--- config.mk ---
export PLATFORM = sky130hd
export DESIGN_NAME = alu_param
export DESIGN_NICKNAME = d
export VERILOG_FILES = /design/src/rtl/alu_param.sv
export SDC_FILE = /design/constraint.sdc
export NUM_CORES = 1
export LEC_CHECK = 0
export ABC_CLOCK_PERIOD_IN_PS = 4090
export CAP_MARGIN = 0
export CORE_MARGIN = 3
export CORE_UTILIZATION = 60
export CTS_CLUSTER_DIAMETER = 120
export DETAILED_ROUTE_END_ITERATION = 7
export PLACE_DENSITY_LB_ADDON = 0.1
export REMOVE_ABC_BUFFERS = 1
export SYNTH_ARGS = -nofsm -noshare
export SYNTH_HDL_FRONTEND = slang
export SYNTH_SLANG_ARGS = --single-unit
--- constraint.sdc ---
create_clock -name clk -period 4.09 [get_ports clk]
set_input_delay 0.6135 -clock clk [delete_from_list [all_inputs] [get_ports clk]]
set_output_delay 0.6135 -clock clk [all_outputs]
set_load 0.02 [all_outputs]
--- src/rtl/alu_param.sv ---
// Multi-cycle signed ALU: single-cycle add/sub/logic/slt, shift-add multiply, restoring divide.
// The divider is only built when ALU_PARAM_DIV_EN is defined; otherwise opcode 011 completes at once with zeros.
module alu_param #(
    parameter int WIDTH = 16
) (
    input  logic             clk,
    input  logic             reset,
    input  logic             start,
    input  logic [2:0]       opcode,
    input  logic [WIDTH-1:0] a,
    input  logic [WIDTH-1:0] b,
    output logic [WIDTH-1:0] result,
    output logic [WIDTH-1:0] remainder,
    output logic             busy,
    output logic             done,
    output logic             overflow,
    output logic             div_by_zero,
    output logic [1:0]       fsm_state
);

    // Handshake: an op is accepted on a rising edge with start=1 and busy=0; start is
    // ignored while busy=1; done pulses for one cycle when result/flags are updated.

    localparam logic [1:0] S_IDLE = 2'd0;
    localparam logic [1:0] S_MUL  = 2'd1;
`ifdef ALU_PARAM_DIV_EN
    localparam logic [1:0] S_DIV  = 2'd2;
`endif
    localparam int CW = $clog2(WIDTH);
    localparam logic [CW-1:0] LAST = CW'(WIDTH - 1);
    localparam logic [2*WIDTH-1:0] POS_MAX = {{(WIDTH+1){1'b0}}, {(WIDTH-1){1'b1}}};
    localparam logic [2*WIDTH-1:0] NEG_MAX = {{WIDTH{1'b0}}, 1'b1, {(WIDTH-1){1'b0}}};

    logic [1:0]         state;
    logic [CW-1:0]      count;
    logic               neg;
    logic [2*WIDTH-1:0] acc;
    logic [2*WIDTH-1:0] mcand;
    logic [WIDTH-1:0]   mplier;

    logic [WIDTH-1:0]   mag_a, mag_b, sum, diff;
    logic               slt;
    logic               q_single, q_ovf, q_dbz;
    logic [WIDTH-1:0]   q_result, q_rem;
    logic [2*WIDTH-1:0] acc_next;
    logic [WIDTH-1:0]   mul_res;
    logic               mul_ovf;

    assign fsm_state = state;
    assign mag_a = a[WIDTH-1] ? (~a + 1'b1) : a;
    assign mag_b = b[WIDTH-1] ? (~b + 1'b1) : b;
    assign sum   = a + b;
    assign diff  = a - b;
    assign slt   = $signed(a) < $signed(b);

    // Final multiply iteration feeds the result directly, so use the next accumulator value.
    assign acc_next = acc + (mplier[0] ? mcand : '0);
    assign mul_res  = neg ? (~acc_next[WIDTH-1:0] + 1'b1) : acc_next[WIDTH-1:0];
    assign mul_ovf  = neg ? (acc_next > NEG_MAX) : (acc_next > POS_MAX);

`ifdef ALU_PARAM_DIV_EN
    logic [WIDTH-1:0] quo, rem_r, dvsr;
    logic             sign_a;
    logic [WIDTH:0]   r_shift;
    logic             fits;
    logic [WIDTH-1:0] r_next, q_next, div_res, div_rem;
    logic             div_ovf;

    assign r_shift = {rem_r, quo[WIDTH-1]};
    assign fits    = r_shift >= {1'b0, dvsr};
    // When the trial subtraction succeeds the difference is below dvsr, so WIDTH bits suffice.
    assign r_next  = fits ? (r_shift[WIDTH-1:0] - dvsr) : r_shift[WIDTH-1:0];
    assign q_next  = {quo[WIDTH-2:0], fits};
    assign div_res = neg ? (~q_next + 1'b1) : q_next;
    assign div_rem = sign_a ? (~r_next + 1'b1) : r_next;
    assign div_ovf = !neg && q_next[WIDTH-1];
`endif

    always_comb begin
        q_single = 1'b1;
        q_result = '0;
        q_rem    = '0;
        q_ovf    = 1'b0;
        q_dbz    = 1'b0;
        case (opcode)
            3'b000: begin
                q_result = sum;
                q_ovf    = (a[WIDTH-1] == b[WIDTH-1]) && (sum[WIDTH-1] != a[WIDTH-1]);
            end
            3'b001: begin
                q_result = diff;
                q_ovf    = (a[WIDTH-1] != b[WIDTH-1]) && (diff[WIDTH-1] != a[WIDTH-1]);
            end
            3'b010: q_single = 1'b0;
            3'b011: begin
`ifdef ALU_PARAM_DIV_EN
                if (b == '0) begin
                    q_result = '1;
                    q_rem    = a;
                    q_dbz    = 1'b1;
                end else begin
                    q_single = 1'b0;
                end
`endif
            end
            3'b100: q_result = a & b;
            3'b101: q_result = a | b;
            3'b110: q_result = a ^ b;
            default: q_result = {{(WIDTH-1){1'b0}}, slt};
        endcase
    end

    always_ff @(posedge clk) begin
        if (reset) begin
            state       <= S_IDLE;
            count       <= '0;
            neg         <= 1'b0;
            acc         <= '0;
            mcand       <= '0;
            mplier      <= '0;
            result      <= '0;
            remainder   <= '0;
            busy        <= 1'b0;
            done        <= 1'b0;
            overflow    <= 1'b0;
            div_by_zero <= 1'b0;
`ifdef ALU_PARAM_DIV_EN
            quo         <= '0;
            rem_r       <= '0;
            dvsr        <= '0;
            sign_a      <= 1'b0;
`endif
        end else begin
            done <= 1'b0;
            case (state)
                S_IDLE: begin
                    if (start) begin
                        count <= '0;
                        neg   <= a[WIDTH-1] ^ b[WIDTH-1];
                        if (q_single) begin
                            done        <= 1'b1;
                            result      <= q_result;
                            remainder   <= q_rem;
                            overflow    <= q_ovf;
                            div_by_zero <= q_dbz;
                        end else if (opcode == 3'b010) begin
                            state  <= S_MUL;
                            busy   <= 1'b1;
                            acc    <= '0;
                            mcand  <= {{WIDTH{1'b0}}, mag_a};
                            mplier <= mag_b;
                        end
`ifdef ALU_PARAM_DIV_EN
                        else begin
                            state  <= S_DIV;
                            busy   <= 1'b1;
                            quo    <= mag_a;
                            rem_r  <= '0;
                            dvsr   <= mag_b;
                            sign_a <= a[WIDTH-1];
                        end
`endif
                    end
                end
                S_MUL: begin
                    acc    <= acc_next;
                    mcand  <= mcand << 1;
                    mplier <= mplier >> 1;
                    count  <= count + 1'b1;
                    if (count == LAST) begin
                        state       <= S_IDLE;
                        busy        <= 1'b0;
                        done        <= 1'b1;
                        count       <= '0;
                        result      <= mul_res;
                        remainder   <= '0;
                        overflow    <= mul_ovf;
                        div_by_zero <= 1'b0;
                    end
                end
`ifdef ALU_PARAM_DIV_EN
                S_DIV: begin
                    quo   <= q_next;
                    rem_r <= r_next;
                    count <= count + 1'b1;
                    if (count == LAST) begin
                        state       <= S_IDLE;
                        busy        <= 1'b0;
                        done        <= 1'b1;
                        count       <= '0;
                        result      <= div_res;
                        remainder   <= div_rem;
                        overflow    <= div_ovf;
                        div_by_zero <= 1'b0;
                    end
                end
`endif
                default: begin
                    state <= S_IDLE;
                    busy  <= 1'b0;
                end
            endcase
        end
    end

endmodule

==> impl_metrics.csv <==
group,metric,value,unit
floorplanning,die-area,17520,µm²
clocking,post_cts_resized,0,
global_routing,use_met2,0.4611,
cells_and_area,n_antenna_cell,0,
cells_and_area,fillCellCount,1429,
setup_path,end_kind,"register",
status,outcome,"completed",
global_routing,grt_usage,0.3015,
floorplanning,fp.dieH,132.4,µm
timing,worstMarginPinSlew,1.211,ns
drt,post-route-drc-count,0,
synth,ys.flop_type,"dfxtp_1",
timing,fmax,257.3,MHz
power,switchingPower,0.8368,mW
clocking,clk_latency,0.36,ns
timing,rsz0062_at_grt,"false",
floorplanning,row_count,45,
global_routing,grt-busiest-layer,"met2",
timing,hold_viol_final,0,
setup_path,critPathKind,"register to register",
drt,viasPerCell,6.001,
setup_path,critPathRequiredTime,4.32,ns
clocking,cts.sinks,104,
synth,synth_cell_types,72,
clocking,clock_path_buffers,2,
timing,slew_viol_final,0,
cells_and_area,final_common_cell,"nor2_1",
place,gp_congestion,0.9532,
power,clkPwrFrac,0.337,
power,vdd_ir_drop_max,0.0002252,V
floorplanning,core_region_area,15430,µm²
cells_and_area,fin_cells,1572,
global_routing,grt_first_pass_wirelength,44080,µm
drt,vias,9433,
global_routing,first_global_vias,8625,
synth,yosysWarnings,0,
clocking,cts_buffers,9,
job,maxCapViolCount,0,
power,power.density,242.8,nW/µm²
power,p_int,1.731,mW
synth,synth_area_per_cell,7.161,µm²
cells_and_area,drive_gt1_frac,0.05952,
clocking,h-tree-depth,3,
timing,fin_crit_sh,0.9504,
timing,relSlewSlack,0.1871,
cells_and_area,nNetsFinal,1482,
synth,synth_edf_count,0,
drt,ant_nets,0,
global_routing,grt_max_degree,83,
floorplanning,ios,76,
clocking,path_clk_slew,0.08,ns
timing,period_needed,3.887,ns
place,detailed_place_hpwl,20210,µm
power,p_seq_frac,0.417,
synth,async_reset_ff_frac,0,
global_routing,antenna_found_initial,0,
setup_path,cp-start-kind,"register",
timing,finalSetupViolations,0,
timing,clock_skew,0.01106,ns
clocking,cts_root_buffer,"clkbuf_16",
setup_path,crit_fanout,31,
clocking,hold_buffers,0,
drt,wire_per_inst,17.17,µm
synth,syn_area,9582,µm²
global_routing,grt_use_met1,0.4476,
power,p_comb_frac,0.246,
clocking,cts_tree,"built",
floorplanning,start_util,0.6211,
power,swShare,0.3259,
timing,hold_slack,0.4650,ns
global_routing,gr-total-overflow,0,
cells_and_area,most-common-layout-cells,"198 x nor2_1, 147 x a21oi_1, 114 x nand2_1",
synth,ys_seq_area_frac,0.2173,
global_routing,met3_usage,0.04427,
clocking,post_cts_buffers,0,
synth,synthCells,1338,
drt,first_pass_iters,6,
synth,synth-seq-cells,104,
place,portBuffers,57,
cells_and_area,syn_to_final_growth,10.37,%
worst_hold_path,holdCritPathClass,"register to register",
power,leakage,4.540,nW
floorplanning,die_x,132.4,µm
drt,routed_wl,26990,µm
drt,drt_iter0_drc,888,
setup_path,cp_data_arrival_time,4.12,ns
place,dpl.cell_count,1557,
==> Yosys cell counts (4+ instances only) <==
master / count / area (µm²)
o21bai_1: 8 / 60.06
a22oi_1: 7 / 52.55
buf_4: 25 / 187.7
a221oi_1: 21 / 183.9
nand2b_1: 6 / 37.54
mux2_2: 4 / 45.04
o21a_1: 8 / 60.06
nor4_1: 5 / 31.28
and3_1: 12 / 75.07
xnor2_1: 58 / 508.0
a21oi_1: 147 / 735.7
mux2i_1: 21 / 210.2
inv_1: 68 / 255.2
o22ai_1: 20 / 125.1
nor2_1: 198 / 743.2
o31ai_1: 18 / 135.1
ha_1: 84 / 1051
dfxtp_1: 104 / 2082
nor3_1: 35 / 175.2
or3_1: 8 / 50.05
o21ai_0: 66 / 330.3
and2_1: 40 / 250.2
a21o_1: 11 / 82.58
clkbuf_1: 66 / 247.7
nor2b_1: 7 / 43.79
nand2_1: 115 / 431.7
buf_1: 11 / 41.29
nand3_1: 18 / 90.09
xor2_1: 20 / 175.2
nand4_1: 8 / 50.05
a211oi_1: 35 / 262.8
nor3b_1: 6 / 45.04
o211ai_1: 8 / 60.06
nand3b_1: 6 / 45.04
a31oi_1: 7 / 43.79
a22o_1: 7 / 61.31
==> metrics by stage <==
step	util	setup slack [ns]	instance area, µm²	power (mW)	setup TNS (ns)
6_report	0.6855	0.2030	10580	2.568	0
5_1_grt	0.6855	0.006263	10580	2.672	0
4_1_cts	0.6852	0.2170	10570	2.570	0
3_5_place_dp	0.6670	0.1899	10290	1.713	0
3_3_place_gp	0.6670	0.2485	10290	1.715	0
2_1_floorplan	-	-0.9518	9153	1.461	-16.47
==> cell families (layout without fill, tap and decap cells) <==
group / Yosys count / in the layout / share of synthesized area
other: 1 / 18 / 0.0003914
AO/OA/AOI/OAI: 391 / 391 / 0.2601
XOR/XNOR: 79 / 79 / 0.07300
adder cells (fa/ha/maj): 87 / 87 / 0.1160
buffers and inverters: 173 / 179 / 0.07848
AND/OR/NAND/NOR: 478 / 478 / 0.2281
flip-flops: 104 / 104 / 0.2173
multiplexers: 25 / 25 / 0.02664
==> cell type report <==
class	count	area, µm²	share of cell area
clock inverters	5	41.29	0.003904
inverters	69	259.0	0.02449
clock buffers	10	239.0	0.02260
multi-input cells	1078	6820	0.6449
well taps	211	264.0	0.02496
flip-flops and latches	104	2086	0.1972
repair buffers	95	865.8	0.08187
==> power groups by stage <==
stage          clock (mW)  sequential [mW]  combinational [mW]
3_5_place_dp            0             1.09               0.621
6_report            0.865             1.07               0.633
2_1_floorplan           0             1.11               0.354
3_3_place_gp            0             1.09               0.622
5_1_grt             0.907             1.07               0.692
4_1_cts             0.877             1.07               0.623
==> state kept, by name (all words and copies together), names as in the netlist <==
| register | count |
|---|---|
| count | 4 |
| result | 16 |
| acc | 32 |
| neg | 1 |
| busy | 1 |
| mcand | 32 |
| mplier | 16 |
| done | 1 |
| overflow | 1 |
==> layer usage <==
metal  wire, µm  share of wire  up-vias
li1           -              -     4699
met1      12940           0.48     4384
met2      11890           0.44      319
met3       1763          0.065       31
met4        393          0.015        0
met5          0              0        -
==> critical path, cell delays in order (launching register included) <==
cell and delay, ns:
dfxtp_1 0.35, buf_4 0.31, and2_1 0.18, ha_1 0.27, a21o_1 0.22, nor3b_1 0.16
or4_4 0.49, a211oi_2 0.29, nand2_2 0.13, or4_4 0.48, o41ai_2 0.36, and4bb_1 0.23
and4bb_1 0.21, o41ai_2 0.06
==> final timing paths <==
path | from | endpoint | slack (ns) | depth (start not counted)
hold reg to reg | acc[0]$_SDFFE_PP0P_ | acc[0]$_SDFFE_PP0P_ | 0.46 | 2
setup reg to reg | mplier[0]$_SDFFE_PP0P_ | overflow$_SDFFE_PP0P_ | 0.20 | 13
setup / recovery | mplier[0]$_SDFFE_PP0P_ | overflow$_SDFFE_PP0P_ | 0.20 | 13
hold / removal | acc[0]$_SDFFE_PP0P_ | acc[0]$_SDFFE_PP0P_ | 0.46 | 2
Note: power is estimated with default switching activity, not from simulation.
